$ cat src/rtl/affine_filter_pkg.sv
// Shared constants, coefficient tables and helpers for the 1/16-precision affine interpolation filter.
package affine_filter_pkg;

    localparam int FRAC_W      = 4;
    localparam int NUM_TERMS   = 10;
    localparam int COEF_T2_MAX = 63;

    localparam int COEF_T2 [16] = '{0, 63, 62, 60, 58, 52, 47, 45, 40, 34, 31, 26, 17, 13, 8, 4};

    typedef enum logic [3:0] {
        TERM_1,
        TERM_5,
        TERM_13,
        TERM_15,
        TERM_17,
        TERM_29,
        TERM_31,
        TERM_45,
        TERM_47,
        TERM_63
    } term_e;

    function automatic int prodWidth(input int dataW, input int maxCoef);
        return dataW + $clog2(maxCoef + 1);
    endfunction

endpackage

$ cat src/rtl/t2_mcm_terms.sv
// Combinational shift-add generation of the ten shared tap-2 multiples of x.
module t2_mcm_terms
    import affine_filter_pkg::*;
#(
    parameter int DATA_W = 8,
    parameter int W      = DATA_W + 6
) (
    input  logic signed [DATA_W-1:0] x_i,
    output logic signed [W-1:0]      terms_o [NUM_TERMS]
);

    logic signed [W-1:0] xExt;
    logic signed [W-1:0] t5;
    logic signed [W-1:0] t15;

    assign xExt = {{(W-DATA_W){x_i[DATA_W-1]}}, x_i};
    assign t5   = xExt + (xExt <<< 2);
    assign t15  = (xExt <<< 4) - xExt;

    // Odd multiples only; even coefficients are formed by shifting these in the select stage.
    always_comb begin
        terms_o[TERM_1]  = xExt;
        terms_o[TERM_5]  = t5;
        terms_o[TERM_13] = t5 + (xExt <<< 3);
        terms_o[TERM_15] = t15;
        terms_o[TERM_17] = (xExt <<< 4) + xExt;
        terms_o[TERM_29] = (t15 <<< 1) - xExt;
        terms_o[TERM_31] = (xExt <<< 5) - xExt;
        terms_o[TERM_45] = t5 + (t5 <<< 3);
        terms_o[TERM_47] = t15 + (xExt <<< 5);
        terms_o[TERM_63] = (xExt <<< 6) - xExt;
    end

endmodule

$ cat src/rtl/t2_affine_mcm_pipe.sv
// Two-stage valid/ready pipelined multiplierless tap-2 product: x * COEF_T2[frac], optionally negated.
module t2_affine_mcm_pipe
    import affine_filter_pkg::*;
#(
    parameter int DATA_W = 8,
    parameter int OUT_W  = prodWidth(DATA_W, COEF_T2_MAX),
    parameter bit NEGATE = 1'b0
) (
    input  logic                     clk,
    input  logic                     rst_n,
    input  logic                     flush,
    input  logic                     in_valid,
    output logic                     in_ready,
    input  logic signed [DATA_W-1:0] in_x,
    input  logic [FRAC_W-1:0]        in_frac,
    output logic                     out_valid,
    input  logic                     out_ready,
    output logic signed [OUT_W-1:0]  out_y,
    output logic [FRAC_W-1:0]        out_frac
);

    logic signed [OUT_W-1:0] termsD [NUM_TERMS];
    logic signed [OUT_W-1:0] s1Terms_q [NUM_TERMS];
    logic [FRAC_W-1:0]       s1Frac_q;
    logic                    s1Valid_q, s1Valid_d;
    logic signed [OUT_W-1:0] s2Y_q, prod_d;
    logic [FRAC_W-1:0]       s2Frac_q;
    logic                    s2Valid_q, s2Valid_d;
    logic signed [OUT_W-1:0] selProd;
    logic                    s1Adv, s1Load, s2Load;

    t2_mcm_terms #(
        .DATA_W (DATA_W),
        .W      (OUT_W)
    ) uTerms (
        .x_i     (in_x),
        .terms_o (termsD)
    );

    assign s1Adv    = !s2Valid_q || out_ready;
    assign in_ready = !flush && (!s1Valid_q || s1Adv);
    assign s1Load   = in_valid && in_ready;
    assign s2Load   = s1Valid_q && s1Adv && !flush;

    always_comb begin
        s1Valid_d = s1Valid_q;
        s2Valid_d = s2Valid_q;
        if (flush) begin
            s1Valid_d = 1'b0;
            s2Valid_d = 1'b0;
        end else begin
            if (s1Adv) s2Valid_d = s1Valid_q;
            if (in_ready) s1Valid_d = in_valid;
        end
    end

    always_comb begin
        selProd = '0;
        case (s1Frac_q)
            4'd1:    selProd = s1Terms_q[TERM_63];
            4'd2:    selProd = s1Terms_q[TERM_31] <<< 1;
            4'd3:    selProd = s1Terms_q[TERM_15] <<< 2;
            4'd4:    selProd = s1Terms_q[TERM_29] <<< 1;
            4'd5:    selProd = s1Terms_q[TERM_13] <<< 2;
            4'd6:    selProd = s1Terms_q[TERM_47];
            4'd7:    selProd = s1Terms_q[TERM_45];
            4'd8:    selProd = s1Terms_q[TERM_5] <<< 3;
            4'd9:    selProd = s1Terms_q[TERM_17] <<< 1;
            4'd10:   selProd = s1Terms_q[TERM_31];
            4'd11:   selProd = s1Terms_q[TERM_13] <<< 1;
            4'd12:   selProd = s1Terms_q[TERM_17];
            4'd13:   selProd = s1Terms_q[TERM_13];
            4'd14:   selProd = s1Terms_q[TERM_1] <<< 3;
            4'd15:   selProd = s1Terms_q[TERM_1] <<< 2;
            default: selProd = '0;
        endcase
        prod_d = NEGATE ? -selProd : selProd;
    end

    // Data registers only move on their stage enable so outputs stay quiet while stalled.
    always_ff @(posedge clk or negedge rst_n) begin
        if (!rst_n) begin
            s1Valid_q <= 1'b0;
            s1Frac_q  <= '0;
            for (int i = 0; i < NUM_TERMS; i++) s1Terms_q[i] <= '0;
        end else begin
            s1Valid_q <= s1Valid_d;
            if (s1Load) begin
                s1Frac_q  <= in_frac;
                s1Terms_q <= termsD;
            end
        end
    end

    always_ff @(posedge clk or negedge rst_n) begin
        if (!rst_n) begin
            s2Valid_q <= 1'b0;
            s2Y_q     <= '0;
            s2Frac_q  <= '0;
        end else begin
            s2Valid_q <= s2Valid_d;
            if (s2Load) begin
                s2Y_q    <= prod_d;
                s2Frac_q <= s1Frac_q;
            end
        end
    end

    assign out_valid = s2Valid_q;
    assign out_y     = s2Y_q;
    assign out_frac  = s2Frac_q;

endmodule

$ cat config.mk
export PLATFORM = sky130hd
export DESIGN_NAME = t2_affine_mcm_pipe
export DESIGN_NICKNAME = d
export VERILOG_FILES = /design/src/rtl/affine_filter_pkg.sv /design/src/rtl/t2_mcm_terms.sv /design/src/rtl/t2_affine_mcm_pipe.sv
export SDC_FILE = /design/constraint.sdc
export NUM_CORES = 1
export LEC_CHECK = 0
export ABC_AREA = 1
export BUFFER_PORTS_ARGS = -buffer_cell sky130_fd_sc_hd__buf_2
export CAP_MARGIN = 5
export CORE_MARGIN = 10
export CORE_UTILIZATION = 60
export DETAILED_ROUTE_END_ITERATION = 8
export HOLD_SLACK_MARGIN = 0.03
export PLACE_DENSITY = 0.84
export RECOVER_POWER = 25
export SYNTH_ARGS = -nofsm -noshare
export SYNTH_HDL_FRONTEND = slang
export SYNTH_HIERARCHICAL = 1
export SYNTH_SLANG_ARGS = --single-unit
$ cat constraint.sdc
create_clock -name clk -period 4.4 [get_ports clk]
set_input_delay 0.44 -clock clk [delete_from_list [all_inputs] [get_ports clk]]
set_output_delay 0.44 -clock clk [all_outputs]
set_load 0.005 [all_outputs]
==> impl_metrics.yaml <==
layout:
  finish.cell_count_without_fillers: 1955
  fillers: 1728
  finish.instance_area_um2: 12100
  antenna_cells_inserted: 0
  area.growth.synth_to_final_pct: 4.35
  layout_cell_share_with_drive_strength_beyond_1_pct: 6.96
  nNetsFinal: 1763
worst_setup_path:
  worst_setup_path_endpoint: "s1Terms_q[38]"
  criticalPathCategory: "in -> reg"
  rrSetupSlack_ps: 2030
  cp_slowest_cell: "sky130_fd_sc_hd__ha_1"
  worstSetupEndpointType: "flip-flop"
  max_stage_delay_ps: 670
  crit_path_max_fanout: 12
  crit_chain: "buf_2 > inv_1 > ha_1 > inv_2 > xor2_1 > ha_1 > a21oi_1 > nor2_1 > nor2_1 > o21ai_0 > nand2_1 > nand2_1 > nand3_1 > nand2_1"
  critical_path_start_type: "primary input"
  worst_ep_arrival_time_ps: 3450
  rr_endpoint: "out_y[8]"
  r2r-start: "s1Frac_q[1]"
  crit_start: "in_x[7]"
  largest_delay_share_family_worst_path: "adder cells"
  cp_common_cell: "sky130_fd_sc_hd__nand2_1"
  timing.reg2reg.worst_path_depth: 10
  worst-path-buf-inv: 3
  worst_ep_required_time_ps: 4720
  critical_path_depth: 14
sta:
  fin_setup_tns_ps: 0
  post-route-min-period_ps: 3140
  timing.final.setup_violations: 0
  final_min_period_over_clock_period_pct: 71.3
  fin_worst_skew_ps: 8.94
  maxClockFrequency_mhz: 319
  rsz0062_at_grt: "false"
  finalHoldViolCount: 0
  timing.final.max_slew_violations: 110
  relSlewSlack_pct: -82.5
  transition_time_at_the_pin_with_the_least_slew_margin_ps: 2740
  fin_worst_hold_slack_ps: 200
global_route:
  gr-total-overflow: 0
  grt_pass1_wl_mm: 55.9
  pin_count_of_the_biggest_net_entering_global_routing: 110
  antenna_violations_before_repair: 0
  grtUsageTotal_pct: 26.8
  grt_pass1_vias: 10500
clocking:
  number_of_buffers_on_the_longest_clock_path: 2
  cts.htree.levels: 4
  cts.sink_count: 156
  cts_post_setup_buffers_inserted: 0
  cts_tree: "yes"
  cts_buffers: 17
  cts.hold.buffers_added: 0
  worstSkewPairLatency_ps: 440
  postCtsResizedCells: 0
  cts_clock_pin_slew_for_the_worst_setup_and_hold_paths_ps: 60
  cts.root.buffer_cell: "sky130_fd_sc_hd__clkbuf_16"
floorplan:
  initial_utilization_pct: 61.4
  die-area_um2: 25300
  die_y_um: 159
  i_o_pins: 37
  row_count: 50
  die_w_um: 159
  coreArea_um2: 18900
detailed_routing:
  route.final.wire_length_mm: 35.0
  vias_per_cell: 5.85
  routed-via-count: 11400
  routed_wire_length_per_instance_um: 17.9
  drt_pre_antenna_iters: 8
  detail_route.drc_violations: 0
  final_antenna_net_count: 0
  dr.first_iter.drc_count: 1373
logic_synthesis:
  syn_area_per_cell_um2: 6.69
  syn_area_um2: 11600
  cell_count_after_synthesis: 1735
  synth.yosys.warnings: 6
  synth.net_count: 1816
flow_run:
  drv.max_cap_violation_count: 1
placement:
  dpl.hpwl_mm: 24.5
  numPortBuffers: 36
  gp_routability_congestion: 1.03
  place_area_um2: 11500
  placedCellCount: 1923
power:
  irDropWorstVdd_mv: 0.237
  power.density_nw_per_um2: 429
  cellLeakagePower_nw: 6.86
  report.power.total_mw: 5.19
run_status:
  status: "complete, but fails checks"
  violated_checks: "max-capacitance violations, max-slew violations"
hold_path:
  worst_hold_path_type: "in -> reg"
## flip-flops by register name (all words and copies together) (netlist names)
register	count
s1Valid_q	1
s1Frac_q	4
out_frac	4
out_valid	1
s1Terms_q	132
out_y	14
## stage by stage
step                util, %  setup WS (ps)
CTS                    64.1           1320
finish                 64.1           1260
detailed placement     60.9            879
floorplan                 -           1670
global placement       60.9            896
global route           64.1            891
## metal layers
layer	share of wire (%)	GRT usage [%]	vias up
met4	3.7	10.9	0
met3	9.9	5.50	99
li1	-	-	5374
met5	0	0	-
met2	44	40.5	667
met1	42	36.7	5302
## worst min-delay path by stage
stage	start	endpoint	depth (start not counted)	slack [ps]
2_1_floorplan	rst_n	out_frac[0]	0	140
3_3_place_gp	s1Terms_q[20]	s1Terms_q[20]	2	450
3_5_place_dp	s1Terms_q[4]	s1Terms_q[4]	2	460
4_1_cts	rst_n	s1Terms_q[56]	1	190
5_1_grt	flush	out_valid	2	200
6_report	flush	out_valid	2	200
## worst register-to-register path: stages (launching register included)
cell and delay (ps):
sky130_fd_sc_hd__dfrtp_1 440, sky130_fd_sc_hd__inv_1 150, sky130_fd_sc_hd__nor2_4 920, sky130_fd_sc_hd__nand3_1 180, sky130_fd_sc_hd__nand2_1 150, sky130_fd_sc_hd__inv_1 50, sky130_fd_sc_hd__nand2_1 130, sky130_fd_sc_hd__nor2_1 60
sky130_fd_sc_hd__nand2_1 90, sky130_fd_sc_hd__nand2_1 70, sky130_fd_sc_hd__nand2_1 70
## power by group
| part | internal (mW) | switching, mW | leakage (nW) | total, mW |
|---|---|---|---|---|
| logic | 0.564 | 1.12 | 4.67 | 1.69 |
| registers | 1.75 | 0.238 | 1.91 | 1.99 |
| clock network | 0.865 | 0.643 | 0.284 | 1.51 |
## area by class of cell
type,instances,area [um^2],share of cell area (%)
clock buffer,19,443,3.66
clock inverter,13,155,1.28
inverter,155,583,4.82
multi-input combinational,1296,6360,52.6
sequential,156,3900,32.2
tap,260,325,2.69
timing repair buffer,56,333,2.75
## cell usage in the layout (no fill, tap or decap), types with 10 or more instances in the layout
cell type / n
sky130_fd_sc_hd__buf_2: 34
sky130_fd_sc_hd__buf_4: 21
sky130_fd_sc_hd__xnor2_1: 13
sky130_fd_sc_hd__o21ai_0: 16
sky130_fd_sc_hd__dfrtp_1: 156
sky130_fd_sc_hd__inv_2: 10
sky130_fd_sc_hd__nand3_1: 305
sky130_fd_sc_hd__ha_1: 60
sky130_fd_sc_hd__inv_1: 144
sky130_fd_sc_hd__a21oi_1: 64
sky130_fd_sc_hd__nor2_1: 126
sky130_fd_sc_hd__xor2_1: 32
sky130_fd_sc_hd__nand2_1: 614
sky130_fd_sc_hd__nand4_1: 10
sky130_fd_sc_hd__clkbuf_16: 17
(Power assumes the default switching activity.)
